[config.mk]
export PLATFORM = sky130hd
export DESIGN_NAME = reg_list_sequencer
export DESIGN_NICKNAME = d
export VERILOG_FILES = /design/src/rtl/reg_list_sequencer.sv
export SDC_FILE = /design/constraint.sdc
export NUM_CORES = 1
export LEC_CHECK = 0
export CAP_MARGIN = 20
export CORE_ASPECT_RATIO = 1.5
export CORE_UTILIZATION = 44
export CTS_CLUSTER_SIZE = 30
export DETAILED_ROUTE_END_ITERATION = 8
export PLACE_DENSITY_LB_ADDON = 0.3
export SYNTH_ARGS = -nofsm -noshare
export SYNTH_HDL_FRONTEND = slang
export SYNTH_SLANG_ARGS = --single-unit
[constraint.sdc]
create_clock -name clk -period 4.8 [get_ports clk]
set_input_delay 0.96 -clock clk [delete_from_list [all_inputs] [get_ports clk]]
set_output_delay 0.96 -clock clk [all_outputs]
set_load 0.005 [all_outputs]
[src/rtl/reg_list_sequencer.sv]
`default_nettype none
// +----------------------------------------------------------------------------+
// | Module   : reg_list_sequencer                                              |
// | Purpose  : Walks an 8-bit register mask lowest-index first, issuing one    |
// |            memory request per selected register at incrementing addresses. |
// | Revision : 1.0 - initial release                                           |
// +----------------------------------------------------------------------------+
module reg_list_sequencer #(
  parameter int ADDR_W    = 16,
  parameter int ADDR_STEP = 1
) (
  input  logic              clk,
  input  logic              rst,
  input  logic              start,
  input  logic [7:0]        reg_list,
  input  logic [ADDR_W-1:0] base_addr,
  input  logic              mem_ready,
  output logic              mem_req,
  output logic [2:0]        reg_idx,
  output logic [ADDR_W-1:0] mem_addr,
  output logic              busy,
  output logic              done,
  output logic [3:0]        count
);

  typedef enum logic [1:0] {
    S_IDLE  = 2'd0,
    S_ISSUE = 2'd1,
    S_DONE  = 2'd2
  } state_t;

  localparam logic [ADDR_W-1:0] c_step = ADDR_W'(ADDR_STEP);

  state_t            r_state, w_state_nxt;
  logic [7:0]        r_pending, w_pending_nxt;
  logic [ADDR_W-1:0] r_addr, w_addr_nxt;
  logic [3:0]        r_count, w_count_nxt;
  logic [2:0]        w_idx;

  // Descending scan so the lowest set bit is the last (winning) assignment.
  always_comb begin
    w_idx = 3'd0;
    for (int i = 7; i >= 0; i--) begin
      if (r_pending[i]) w_idx = 3'(i);
    end
  end

  always_comb begin
    w_state_nxt   = r_state;
    w_pending_nxt = r_pending;
    w_addr_nxt    = r_addr;
    w_count_nxt   = r_count;
    case (r_state)
      S_IDLE, S_DONE: begin
        w_state_nxt = S_IDLE;
        if (start) begin
          w_count_nxt = 4'd0;
          if (reg_list != 8'd0) begin
            w_pending_nxt = reg_list;
            w_addr_nxt    = base_addr;
            w_state_nxt   = S_ISSUE;
          end else begin
            w_state_nxt   = S_DONE;
          end
        end
      end
      S_ISSUE: begin
        if (mem_ready) begin
          w_pending_nxt = r_pending & ~(8'd1 << w_idx);
          w_addr_nxt    = r_addr + c_step;
          w_count_nxt   = r_count + 4'd1;
          if (w_pending_nxt == 8'd0) w_state_nxt = S_DONE;
        end
      end
      default: w_state_nxt = S_IDLE;
    endcase
  end

  always_ff @(posedge clk) begin
    if (rst) begin
      r_state   <= S_IDLE;
      r_pending <= 8'd0;
      r_addr    <= '0;
      r_count   <= 4'd0;
    end else begin
      r_state   <= w_state_nxt;
      r_pending <= w_pending_nxt;
      r_addr    <= w_addr_nxt;
      r_count   <= w_count_nxt;
    end
  end

  assign mem_req  = (r_state == S_ISSUE);
  assign busy     = (r_state == S_ISSUE);
  assign done     = (r_state == S_DONE);
  assign reg_idx  = w_idx;
  assign mem_addr = r_addr;
  assign count    = r_count;

endmodule
`default_nettype wire

Word-level counts from Yosys, hierarchy flattened
Index checks and enable logic that the tools add are counted.
{"block": "totals", "reg_bits": 30, "latch_bits": 0, "mem_bits_rw": 0, "rom_bits": 0, "in_bits": 28, "out_inout_bits": 26, "elab_cells": 47, "mem_count": 0}
{"block": "op_classes", "n_addsub": 2, "mul": 0, "div": 0, "order_cmp": 0, "eq_ne": 6, "shift": 1, "muxes": 24, "bitwise_logic": 2, "n_reduce_logical": 8}
{"op": "16-bit two-way mux", "n": 3}
{"op": "16-bit one-hot mux with 2 select lines", "n": 1}
{"op": "3-bit two-way mux", "n": 8}
{"op": "8-bit two-way mux", "n": 3}
{"op": "16-bit by 1-bit adder with 16-bit output (second input constant)", "n": 1}
{"op": "8-bit one-hot mux with 2 select lines", "n": 1}
{"op": "8-bit AND", "n": 1}
{"op": "8-bit logical NOT", "n": 1}
{"op": "2-bit two-way mux", "n": 4}
{"op": "4-bit two-way mux", "n": 2}
{"op": "8-bit inverter", "n": 1}
{"op": "4-bit one-hot mux with 2 select lines", "n": 1}
{"op": "8-bit nonzero test", "n": 1}
{"op": "1-bit by 3-bit left shift with 8-bit output (first input constant)", "n": 1}
{"op": "2-bit inequality test (second input constant)", "n": 3}
{"op": "4-bit by 1-bit adder with 4-bit output (second input constant)", "n": 1}
{"op": "2-bit one-hot mux with 2 select lines", "n": 1}
{"op": "4-bit AND reduction", "n": 1}
{"op": "3-bit AND reduction", "n": 1}
{"op": "2-bit by 1-bit == test with 1-bit output (second input constant)", "n": 1}
{"op": "2-bit == test (second input constant)", "n": 1}
{"op": "2-bit logical NOT", "n": 1}
{"op": "2-bit by 1-bit inequality test with 1-bit output (second input constant)", "n": 1}
{"op": "2-bit AND reduction", "n": 1}
{"op": "2 further kinds", "n": 2}

Logic depth before layout (Yosys ltp)
{"block": "logic_depth", "depth_word": 15, "depth_mapped": 9, "mapped_depth_nobuf": 6}

Worst setup path before layout
No wires, ideal clock.
{"block": "synth_timing", "path_kind": "input to register", "from": "input reg_list[6]", "to": "register r_addr[2] (netlist: mem_addr[2])", "setup_ps": 128, "t_arrival_ps": 2331, "required_ps": 4672, "path_slack_ps": 2341, "stages": 5, "path_buffers": 1, "cell_sequence": "or4_1 o32ai_4 buf_2 a2bb2oi_1 nor2_1"}
{"block": "synth_between", "elab_chain_len": 3}
{"element": "from (decl)", "line_no": "15", "source": "input logic [7:0] reg_list,"}
{"element": "8-bit nonzero test", "line_no": "58", "source": "if (reg_list != 8'd0) begin"}
{"element": "2-bit inequality test (no line)"}
{"element": "4-bit AND reduction (no line)"}
{"element": "to (signal assigned)", "line_no": "88", "source": "r_addr <= w_addr_nxt;"}
{"element": "to (decl)", "line_no": "36", "source": "logic [ADDR_W-1:0] r_addr, w_addr_nxt;"}
No other way between the ends.
A chain may end at the register's enable or synchronous reset.

Final worst setup path
{"block": "layout_timing", "from": "input reg_list[2]", "to": "register r_pending[7]"}
{"block": "layout_between", "elab_chain_len": 3}
{"element": "8-bit nonzero test", "line_no": "58"}
{"element": "2-bit inequality test (no line)"}
{"element": "4-bit AND reduction (no line)"}
{"element": "to (signal assigned)", "line_no": "87", "source": "r_pending <= w_pending_nxt;"}
{"element": "to (decl)", "line_no": "35", "source": "logic [7:0] r_pending, w_pending_nxt;"}
No other way between the ends.

==> results.md <==
- The run finished with clean final reports.
- Sorting the synthesized cells by area gives the leading types as sky130_fd_sc_hd__dfxtp_1, sky130_fd_sc_hd__a21oi_1, sky130_fd_sc_hd__nor2_1.
- The switching portion of total power is 31.9%.
- The critical-path maximum fanout is 17.
- The slowest library cell on the worst path is sky130_fd_sc_hd__o32ai_4.
- The fraction of the yosys area taken by sequential cells is 33.9%.
- The detailed router placed 1,942 vias in this run.
- Hold repair after CTS inserted 0 buffers.
- The final critical path takes up 62.9% of the cycle.
- The count of nets left with antenna violations once routing finished came out at 0.
- Measured against its own limit, the worst slew margin works out to 55.6%.
- The residual overflow from global routing is 0.
- Setup repair after global routing left no endpoint under its margin.
- Clock skew on the completed layout was measured at 3.28 ps.
- The number of nets in the final layout is 310.
- The clock sink count is 30.
- The core region is 3750 um2.
- The post-DP HPWL is 3340 um.
- The floorplan has 27 rows.
- In this run the static leakage power is 0.860 nW.
- The die width is 53.8 um.
- The cell count of the worst reg-to-reg path is 6.
- The via count of the first global-routing pass is 1,765.
- For the pin with the worst max-slew slack, the measured transition is 666 ps.
- The cell area that synthesis handed to floorplanning was 1770 um2.
- TritonCTS built the clock tree.
- The internal power of the cells is 0.564 mW.
- The most frequently used flop master after synthesis is sky130_fd_sc_hd__dfxtp_1.
- The number of antenna cells inserted is 0.
- The fmax is 331 MHz.
- The worst reg2reg path startpoint is r_state[0].
- The part of the power in the clock network is 30.5%.
- The post-synthesis area per instance is 7.60 um2.
- In this run the cell area measured after placement is 2300 um2.
- The final cell area excluding filler cells is 2440 um2.
- The number of buffers on the longest clock path is 2.
- Walking the worst path, the cells encountered are clkdlybuf4s50_1 > or4_4 > o32ai_4 > nor2_1 > a22oi_1 > nor2_1.
- Synthesis produced a netlist whose cell count is 233.
- The number of antenna violations at the first check in global routing was 0.
- The critical path ends at r_pending[7].
- The number of buffers inserted by post-CTS setup repair is 0.
- Port buffering added 53 buffers.
- The area overhead of the layout relative to synthesis is 37.6%.
- The count of cell types in the netlist is 48.
- The critical path startpoint is reg_list[2].
- The initial standard-cell utilization of the core is 47.2%.
- Clock-pin slew was measured on the worst setup and hold paths at 70 ps.
- The critical path launch point type is an input port.
- For this run, the number of Yosys warnings is 0.
- Synthesis produced a netlist with a net count of 263.
- The cell that appears most often on the critical path is sky130_fd_sc_hd__nor2_1.
- In this run the register-to-register setup slack is 2780 ps.
- The highest ir drop seen on vdd is 0.209 mV.
- The detailed router's first-iteration violation count is 91.
- The worst setup path is captured at a register.
- The start-to-end type of the worst setup path is input port to register.
- The final hold violation count was 0.
- The library cells used most frequently in the layout, excluding fill and tap cells, are sky130_fd_sc_hd__clkdlybuf4s50_1, sky130_fd_sc_hd__dfxtp_1, sky130_fd_sc_hd__nor2_1, sky130_fd_sc_hd__a21oi_1, sky130_fd_sc_hd__nand2_1.
- Entering global routing, the biggest net connects 37 pins.
- In this design, the stage delay of the slowest critical-path cell is 630 ps.
- Counting the buffers created by CTS gives 5.
- The biggest area consumer among synthesized cells is sky130_fd_sc_hd__dfxtp_1.
- The area of the die is 4290 um2.
- The tool flagged a number of max-cap violations equal to 0.
- The area share of the largest cell type after synthesis is 33.9%.
- The global-route wire length before repair is 7870 um.
- The total wirelength of the detailed-routed design is 4930 um.
- The height of the die is 79.7 um.
- Post-CTS repair changed the size of 0 cells.
- The switching power total is 0.264 mW.
- The top-level port count is 54.
- The tightest min-delay check is of the register to register type.
- Global routing consumed, over all layers together, 24.8% of the routing resources.
- The setup TNS is 0 ps.
- Per report_power, the combinational group accounts for 31.5% of the total.
- The routability congestion estimate from global placement is 0.806.
- The library cell used most frequently in the layout, excluding fill and tap cells, is sky130_fd_sc_hd__clkdlybuf4s50_1.
- The instance count after placement with tap cells included is 315.
- The finished layout holds 324 standard cells, fillers aside.
- The number of enable flip-flop cells after synthesis is 0.
- The H-tree generated during clock tree synthesis spans 2 levels.
- The number of fill cells in the layout is 325.
- The power per cell area is 339 nW/um2.
- The detail-routed via count per cell is 5.99.
- The routed wire length per instance is 15.2 um.
- The first-pass detailed-route iteration total is 4.
- At the worst endpoint, the required time is 4980 ps.
- For the worst setup path, the data arrival time is 3200 ps.
- Setup violations remaining at the end of the flow were counted as 0.
- The clock tree root buffer cell is sky130_fd_sc_hd__clkbuf_8.
- In this run, flip-flops and latches consume 38.0% of the power.
- After synthesis the netlist holds a flip-flop and latch count of 30.
- Cells with a size suffix above 1 make up 6.76% of the layout.
- Of all flip-flops after synthesis, the portion carrying an async set or reset was 0%.
- The final routed DRC violation total is 0.
- The clock reaches the later pin of the worst-skew pair after 280 ps.
- The worst register-to-register path ends at mem_addr[11].
- The number of slew-limit violations in the final report is 0.
- Subtracting the final worst setup slack from the clock period gives 3020 ps.
-- layout make-up --
| type | instances | area, um2 | area share (%) |
|---|---|---|---|
| Multi-Input combinational cell | 181 | 1080 | 44.2 |
| Clock buffer | 5 | 68.8 | 2.82 |
| Tap cell | 43 | 53.8 | 2.21 |
| Timing Repair Buffer | 57 | 578 | 23.7 |
| Clock inverter | 3 | 40.0 | 1.64 |
| Sequential cell | 30 | 601 | 24.6 |
| Inverter | 5 | 18.8 | 0.770 |
-- worst max-delay path: cells and delay by family --
kind            cells  cell delay [ps]
buf+inv             1              430
simple gates        3              920
compound gates      2              890
-- logic make-up (layout without fill, tap and decap cells) --
group                    Yosys count  in the layout  synth area share (%)
AO/OA/AOI/OAI                     81             81                  30.9
XOR/XNOR                           2              2                 0.989
adder cells (fa/ha/maj)            3              3                  1.98
buffers and inverters             22             70                  5.30
flip-flops                        30             30                  33.9
multiplexers                       1              1                 0.565
AND/OR/NAND/NOR                   94             94                  26.4
-- flip-flops by register name, summed over array words and instances (netlist names) --
signal,cells
r_pending,8
r_state,2
mem_addr,16
count,4
-- how the worst min path moves through the flow --
| stage | start | to | cells after the start |
|---|---|---|---|
| 2_1_floorplan | count[1] | count[1] | 2 |
| 3_3_place_gp | count[1] | count[1] | 2 |
| 3_5_place_dp | count[1] | count[1] | 2 |
| 4_1_cts | count[1] | count[1] | 2 |
| 5_1_grt | count[1] | count[1] | 2 |
| 6_report | count[1] | count[1] | 2 |
-- through the flow --
stage / hold slack [ps] / power, mW / setup slack (ps) / util, %
finish: 489 / 0.827 / 1780 / 65.0
global route: 532 / 0.876 / 1630 / 65.0
CTS: 493 / 0.827 / 1740 / 64.3
detailed placement: 483 / 0.574 / 1450 / 61.4
global placement: 479 / 0.569 / 1480 / 61.4
floorplan: 477 / 0.466 / 2340 / -
-- Yosys cell counts, drive strengths merged (2+ instances only) --
master,n
xor2,2
nand4,4
ha,2
nor3,12
nor3b,2
o22ai,3
nor2b,3
nand2,17
dfxtp,30
a2111oi,2
nand2b,4
o31ai,2
a22oi,9
nand3,10
or4,3
a21o,2
inv,5
nor4,2
o21ai,19
a211oi,5
o32ai,2
clkbuf,9
a21oi,28
buf,8
or3,2
nor2,29
a2bb2oi,2
or2,3
-- power by group through the flow --
stage / combinational, mW / sequential, mW / clock, mW
after global placement: 0.251 / 0.318 / 0
after global routing: 0.286 / 0.319 / 0.271
final: 0.261 / 0.315 / 0.252
after CTS: 0.259 / 0.314 / 0.255
after detailed placement: 0.256 / 0.319 / 0
after floorplan: 0.160 / 0.306 / 0
-- per-layer routing --
metal	share of wire [%]	track usage [%]	routed length, um	vias to the layer above
li1	-	-	-	956
met1	42	28.0	2080	908
met2	51	42.0	2530	70
met3	4.5	5.52	222	8
met4	1.9	11.8	94	0
met5	0	0	0	-
Note: power is estimated with default switching activity, not from simulation.
